<file path="src/rtl/nes_input_hub.sv">
// NES controller input hub: reads NUM_PADS controllers in parallel on each vblank
// rising edge and commits a debounced-free button frame with press/release edges.
// Optional feature: define NES_INPUT_HUB_SOCD_EN to clear simultaneous opposite
// directions (Up+Down, Left+Right) per pad before the frame is committed.
module nes_input_hub #(
    parameter int NUM_PADS         = 2,
    parameter int CYCLES_PER_PULSE = 125
) (
    input  logic                  i_clk,
    input  logic                  i_rst_n,
    input  logic                  i_vblank,
    input  logic [NUM_PADS-1:0]   i_ctrl_data,
    output logic                  o_ctrl_latch,
    output logic                  o_ctrl_clock,
    output logic                  o_busy,
    output logic                  o_valid,
    output logic [8*NUM_PADS-1:0] o_buttons,
    output logic [8*NUM_PADS-1:0] o_pressed,
    output logic [8*NUM_PADS-1:0] o_released
);

    localparam int CW = $clog2(CYCLES_PER_PULSE);
    localparam int BW = 8 * NUM_PADS;

    typedef enum logic [2:0] {
        StIdle,
        StLatch,
        StClkLow,
        StClkHigh,
        StDone
    } state_e;

    state_e          state_q, state_d;
    logic [CW-1:0]   cnt_q, cnt_d;
    logic [2:0]      bit_q, bit_d;
    logic [BW-1:0]   sr_q, sr_d;
    logic            vblank_q;
    logic            trigger;
    logic            phase_last;
    logic            commit;
    logic [BW-1:0]   frame;

    logic [BW-1:0]   buttons_q;
    logic [BW-1:0]   pressed_q;
    logic [BW-1:0]   released_q;
    logic            valid_q;

`ifdef NES_INPUT_HUB_SOCD_EN
    // Opposite directions pressed together cancel each other out.
    function automatic logic [BW-1:0] socd_clean(input logic [BW-1:0] f);
        logic [BW-1:0] r;
        r = f;
        for (int n = 0; n < NUM_PADS; n++) begin
            if (f[8*n+4] && f[8*n+5]) begin
                r[8*n+4] = 1'b0;
                r[8*n+5] = 1'b0;
            end
            if (f[8*n+6] && f[8*n+7]) begin
                r[8*n+6] = 1'b0;
                r[8*n+7] = 1'b0;
            end
        end
        return r;
    endfunction
`endif

    assign trigger    = i_vblank && !vblank_q && (state_q == StIdle);
    assign phase_last = (cnt_q == CW'(CYCLES_PER_PULSE - 1));

    // Next-state, phase/bit counters and serial capture.
    always_comb begin
        state_d = state_q;
        cnt_d   = cnt_q;
        bit_d   = bit_q;
        sr_d    = sr_q;
        commit  = 1'b0;
        unique case (state_q)
            StIdle: begin
                cnt_d = '0;
                bit_d = '0;
                if (trigger) state_d = StLatch;
            end
            StLatch: begin
                if (phase_last) begin
                    cnt_d   = '0;
                    state_d = StClkLow;
                end else begin
                    cnt_d = cnt_q + CW'(1);
                end
            end
            StClkLow: begin
                if (phase_last) begin
                    cnt_d = '0;
                    // Lines are active-low: invert so 1 = pressed.
                    for (int n = 0; n < NUM_PADS; n++) begin
                        for (int k = 0; k < 8; k++) begin
                            if (bit_q == 3'(k)) sr_d[8*n+k] = ~i_ctrl_data[n];
                        end
                    end
                    if (bit_q == 3'd7) begin
                        state_d = StDone;
                        commit  = 1'b1;
                    end else begin
                        state_d = StClkHigh;
                    end
                end else begin
                    cnt_d = cnt_q + CW'(1);
                end
            end
            StClkHigh: begin
                if (phase_last) begin
                    cnt_d   = '0;
                    bit_d   = bit_q + 3'd1;
                    state_d = StClkLow;
                end else begin
                    cnt_d = cnt_q + CW'(1);
                end
            end
            StDone: begin
                bit_d   = '0;
                state_d = StIdle;
            end
            default: state_d = StIdle;
        endcase
    end

`ifdef NES_INPUT_HUB_SOCD_EN
    assign frame = socd_clean(sr_d);
`else
    assign frame = sr_d;
`endif

    // FSM state, counters, capture register and vblank edge detector.
    always_ff @(posedge i_clk) begin
        if (!i_rst_n) begin
            state_q  <= StIdle;
            cnt_q    <= '0;
            bit_q    <= '0;
            sr_q     <= '0;
            vblank_q <= 1'b0;
        end else begin
            state_q  <= state_d;
            cnt_q    <= cnt_d;
            bit_q    <= bit_d;
            sr_q     <= sr_d;
            vblank_q <= i_vblank;
        end
    end

    // Frame commit: the new frame and its edges become visible in the DONE cycle.
    always_ff @(posedge i_clk) begin
        if (!i_rst_n) begin
            buttons_q  <= '0;
            pressed_q  <= '0;
            released_q <= '0;
            valid_q    <= 1'b0;
        end else if (commit) begin
            buttons_q  <= frame;
            pressed_q  <= frame & ~buttons_q;
            released_q <= ~frame & buttons_q;
            valid_q    <= 1'b1;
        end else begin
            pressed_q  <= '0;
            released_q <= '0;
            valid_q    <= 1'b0;
        end
    end

    assign o_ctrl_latch = (state_q == StLatch);
    assign o_ctrl_clock = (state_q == StClkHigh);
    assign o_busy       = (state_q != StIdle);
    assign o_valid      = valid_q;
    assign o_buttons    = buttons_q;
    assign o_pressed    = pressed_q;
    assign o_released   = released_q;

endmodule

</file>
<file path="config.mk">
export PLATFORM = sky130hd
export DESIGN_NAME = nes_input_hub
export DESIGN_NICKNAME = d
export VERILOG_FILES = /design/src/rtl/nes_input_hub.sv
export SDC_FILE = /design/constraint.sdc
export NUM_CORES = 1
export LEC_CHECK = 0
export CAP_MARGIN = 30
export CORE_UTILIZATION = 40
export DETAILED_ROUTE_END_ITERATION = 8
export PLACE_DENSITY = 0.72
export SLEW_MARGIN = 20
export SYNTH_ARGS = -nofsm -noshare
export SYNTH_HDL_FRONTEND = slang
export SYNTH_SLANG_ARGS = --single-unit
export TNS_END_PERCENT = 5
</file>
<file path="constraint.sdc">
create_clock -name i_clk -period 2.5 [get_ports i_clk]
set_clock_uncertainty 0.15 [all_clocks]
set_input_delay 0.25 -clock i_clk [delete_from_list [all_inputs] [get_ports i_clk]]
set_output_delay 0.25 -clock i_clk [all_outputs]
set_load 0.005 [all_outputs]
</file>
# Yosys cells after proc, flatten, opt, wreduce, memory -nomap -nowiden
# Index checks and enable logic that the tools add are counted.
# Widths: inputs -> output; s select.
# word_totals
input_bits,5
register_bits,79
# op_classes
n_bitwise,6
add_sub_neg,2
reduce_logical,14
eq_ne,16
n_mux,31
# op_table
op,count
$and 16x16->16,2
$mux 16,2
$not 16->16,2
$mux 1,20
$eq 3x3->1 const B,5
$mux 3,5
$pmux 7 s2,1
$eq 3x2->1 const B,4
$pmux 3 s3,1
$add 7x1->7 const B,1
$eq 7x7->1 const B,1
$mux 7,1
$eq 3x1->1 const B,2
$logic_not 3->1,2
$pmux 3 s2,1
$ne 2x1->1 const B,2
$ne 2x2->1 const B,2
$reduce_and 2->1,2
$reduce_bool 2->1,2
$reduce_or 2->1,2
$add 3x1->3 const B,1
$reduce_and 3->1,1
$reduce_bool 3->1,1
$reduce_or 3->1,1
3 further kinds,5

# Depth between registers and ports, before layout
# depth
word_depth,6
mapped_depth,8
mapped_depth_nobuf,7

# Least setup slack after synthesis
# Ideal clock, no wire load.
# synth_timing
path_type,reg-to-reg
startpoint,reg bit_q[1]
endpoint,reg released_q[11] (netlist: o_released[11])
stages_incl_launch_ff,7
path_slack_ns,0.653
setup_ns,0.060
arrival_ns,1.638
path_buffers,0
cell_sequence,dfxtp_1 -> ha_1 -> ha_1 -> inv_1 -> nor4_1 -> mux2i_1 -> and3_1
# synth_between
elab_chain_cells,6
word_cells_on_any_way,11
# synth_rtl
element,line,rtl
from (decl),35,"logic [2:0] bit_q, bit_d;"
from (signal assigned),144,bit_q <= bit_d;
$eq 3x2->1,97,if (bit_q == 3'(k)) sr_d[8*n+k] = ~i_ctrl_data[n];
$mux 1,97,
$mux 16,92,if (phase_last) begin
$mux 16,77,unique case (state_q)
$not 16->16,160,released_q <= ~frame & buttons_q;
$and 16x16->16,160,
to (signal assigned),160,
to (decl),45,logic [BW-1:0] released_q;
# Parallel ways exist; a longest one is shown, timed or not.
# A chain may end at the register's enable or synchronous reset.

# Worst setup path in the final report
# layout_timing
startpoint,reg state_q[0]
endpoint,out o_ctrl_latch
# layout_between
elab_chain_cells,1
# layout_rtl
element,line,rtl
from (decl),33,"state_e state_q, state_d;"
from (signal assigned),136,state_q <= StIdle;
from (signal assigned),142,state_q <= state_d;
$eq 3x1->1,169,assign o_ctrl_latch = (state_q == StLatch);
to (decl),13,"output logic o_ctrl_latch,"
# No other way between the ends.

==> out/results.tsv <==
stage	metric	value	unit
outcome	status	finished, final reports clean	
route	DRT iter0 DRCs	137	
synth	synthesized area per cell	9.58	µm²
power	worst vdd ir	0.000277	V
route	antenna violation net count after detailed routing	0	
power	Internal	0.00162	W
power	Cell Pwr Density	563	nW/µm²
synth	synth cell count leaders	dfxtp_1 (78), nor2_1 (54), a211oi_1 (28)	
setup_path	nature of the critical path endpoint	primary output	
setup_path	CP startpoint kind	register	
timing	RSZ-0062 raised after global routing	false	
synth	Post-synth EDFFs	0	
floorplanning	Ports	57	
power	Logic pwr share	2.3	%
setup_path	worst path cell trace	inv_1, nor3_1, clkdlybuf4s50_1	
timing	Fmax	471	MHz
synth	area leader, netlist	dfxtp_1	
clock_tree	worst-skew pair later-pin latency	0.34	ns
clock_tree	clock slew at reported path FFs	0.08	ns
cells_and_area	Syn-to-layout area delta	28.3	%
route	via count	2218	
grt	first-pass GRT wire length	9510	µm
cells_and_area	final core occ	53.6	%
synth	count leader, synth	dfxtp_1	
synth	number of synthesis warnings	0	
synth	ys async rst share	0	%
cells_and_area	share of cells above drive strength 1	6.91	%
setup_path	reg2reg start	bit_q[1]	
clock_tree	CTS tree	built	
setup_path	worst reg-to-reg path cell count	6	
setup_path	kind of critical path	register to primary output	
synth	leading post-synthesis cells by cell area	dfxtp_1 (54%), a211oi_1 (7.3%), nor2_1 (7.1%)	
synth	count of cell types in the netlist	38	
clock_tree	CTS HTree Levels	3	
hold_path	min-delay src	o_buttons[1]	
hold_path	Tightest Hold Check Type	register to register	
clock_tree	number of buffers created by CTS	9	
setup_path	CP max stage delay	0.58	ns
route	Remaining DRCs	0	
clock_tree	# Post-CTS Setup Buffers	0	
timing	final setup fails	0	
grt	all-layer global routing usage	16.4	%
setup_path	worst reg-to-reg setup slack	0.46	ns
grt	Congestion Overflow GR	0	
timing	minimum clock period	2.12	ns
synth	post-synth top area share	54.4	%
setup_path	slowest CP cell	dfxtp_1	
grt	largest net degree at the start of global routing	33	
place	DP HPWL	3780	µm
floorplanning	Die Y	86.7	µm
synth	Syn Nets	314	
synth	Yosys reg bits	78	
clock_tree	root buffer cell	clkbuf_8	
route	DR WL/cell	12.1	µm
cells_and_area	Ant. Diodes	0	
floorplanning	area of the die	7520	µm²
clock_tree	cts-stage hold buffer count	0	
setup_path	Worst Path Max Fanout	11	
power	Clock Power Share	37.4	%
route	drt first pass iters	4	
hold_path	WHS Path Cells	1	
synth	Post-Synthesis Cells	300	
setup_path	reg-to-reg endpoint	o_released[3]	
setup_path	Worst EP arrival	1.72	ns
floorplanning	CORE AREA	6870	µm²
timing	Slew HR	61.9	%
power	sw frac	22.1	%
grt	vias in the first global route	2015	
synth	Seq/Total Area, Yosys	54.4	%
power	Leak	1.35	nW
clock_tree	Post-CTS Resized	0	
hold_path	Worst Hold Path EP	o_pressed[1]	
setup_path	CP required	2.10	ns
timing	Slew @ Worst Pin	0.565	ns
floorplanning	Die W	86.7	µm
floorplanning	Cell Rows	30	
place	I/O Buffers	56	
power	sequential share of power	60.3	%
synth	Top FF cell, synth	dfxtp_1	
clock_tree	clock sink total	78	
clock_tree	CTS Buffer Depth	2	
route	routed vias/inst	4.84	
cells_and_area	layout net count	372	
floorplanning	Initial Util	41.8	%
route	Routed WL	5550	µm
synth	Mapped Area	2870	µm²
timing	Slew Limit Fails	0	
grt	initial antenna violation count	0	
timing	Hold Vio Cnt, Final	0	
power	Sw Pwr	0.000459	W
job	Max Cap Viol	0	
timing	setup TNS	0	ns
timing	post-route clock period utilization	84.9	%
place	Final GP Congestion	0.745	
power by group through the flow:
stage / clock (W) / combinational, W / sequential, W
3_3_place_gp: 0 / 0.0000478 / 0.00128
4_1_cts: 0.000797 / 0.0000485 / 0.00125
6_report: 0.000776 / 0.0000479 / 0.00125
2_1_floorplan: 0 / 0.0000302 / 0.00128
5_1_grt: 0.000856 / 0.0000527 / 0.00125
3_5_place_dp: 0 / 0.0000483 / 0.00128
per-stage QoR:
stage | total power (W) | instance area, µm² | hold slack [ns] | setup WS (ns) | std cells
after floorplan | 0.00131 | 2870 | 0.222 | 0.653 | 300
after CTS | 0.00210 | 3680 | 0.324 | 0.353 | 458
after global routing | 0.00216 | 3680 | 0.328 | 0.252 | 458
after detailed placement | 0.00133 | 3530 | 0.311 | 0.500 | 443
final | 0.00208 | 3680 | 0.324 | 0.378 | 458
after global placement | 0.00133 | 3530 | 0.310 | 0.518 | 443
final cells by class:
cell class,count,area (µm²)
repair buffers,61,598
flip-flops and latches,78,1560
clock inverters,4,25.0
clock buffers,11,131
inverters,14,52.6
fillers,624,3180
multi-input cells,194,1200
well taps,96,120
logic make-up (layout without fill, tap and decap cells):
family / after synthesis / after routing / share of synthesized area (%)
AO/OA/AOI/OAI: 48 / 48 / 11.2
XOR/XNOR: 5 / 5 / 1.52
adder cells (fa/ha/maj): 9 / 9 / 3.92
buffers and inverters: 28 / 90 / 4.01
flip-flops: 78 / 78 / 54.4
multiplexers: 9 / 9 / 3.18
AND/OR/NAND/NOR: 123 / 123 / 21.8
flip-flops by register name (all words and copies together) (netlist names):
register / count
vblank_q: 1
state_q: 3
o_pressed: 16
o_released: 16
cnt_q: 7
o_valid: 1
o_buttons: 16
sr_q: 15
bit_q: 3
layout by cell type (no fill, tap or decap), drive strengths merged:
master,Yosys,layout
ha,9,9
nor2,54,54
or4b,1,1
dfxtp,78,78
clkbuf,8,11
a21oi,14,14
o21ai,2,2
clkinvlp,0,2
nand2b,4,4
nor3b,2,2
a211oi,28,28
nor3,18,18
clkinv,1,3
o31ai,1,1
buf,6,5
or3,2,2
mux2i,8,8
a311oi,1,1
or2,1,1
nor2b,2,2
nand2,10,10
a31oi,1,1
nand4b,1,1
xnor2,2,2
o22a,1,1
nand4,2,2
inv,13,13
clkdlybuf4s50,0,56
nand3,5,5
mux2,1,1
xor2,3,3
nor4,3,3
and3,17,17
and2,1,1
per-layer routing:
| layer | track usage [%] | part of all wire, % | vias to the layer above |
|---|---|---|---|
| met2 | 25.6 | 45 | 44 |
| met4 | 9.09 | 2.2 | 0 |
| met5 | 0 | 0 | - |
| met1 | 21.3 | 50 | 1009 |
| li1 | - | - | 1155 |
| met3 | 3.33 | 3.1 | 10 |
worst max path at each step:
stage / slack [ns] / from / depth (start not counted) / endpoint
floorplan: 0.65 / bit_q[1] / 6 / o_released[11]
global placement: 0.52 / bit_q[1] / 6 / o_released[3]
detailed placement: 0.50 / bit_q[1] / 6 / o_released[11]
CTS: 0.35 / state_q[0] / 3 / o_ctrl_latch
global route: 0.25 / state_q[0] / 3 / o_ctrl_latch
finish: 0.38 / state_q[0] / 3 / o_ctrl_latch
worst max-delay path, delay by kind of cell, from the launching register on:
family                 cells  cell delay, ns
buffers and inverters      2            0.65
flip-flops                 1            0.58
AND/OR/NAND/NOR            1            0.15
Power figures use the tool's default switching activity.
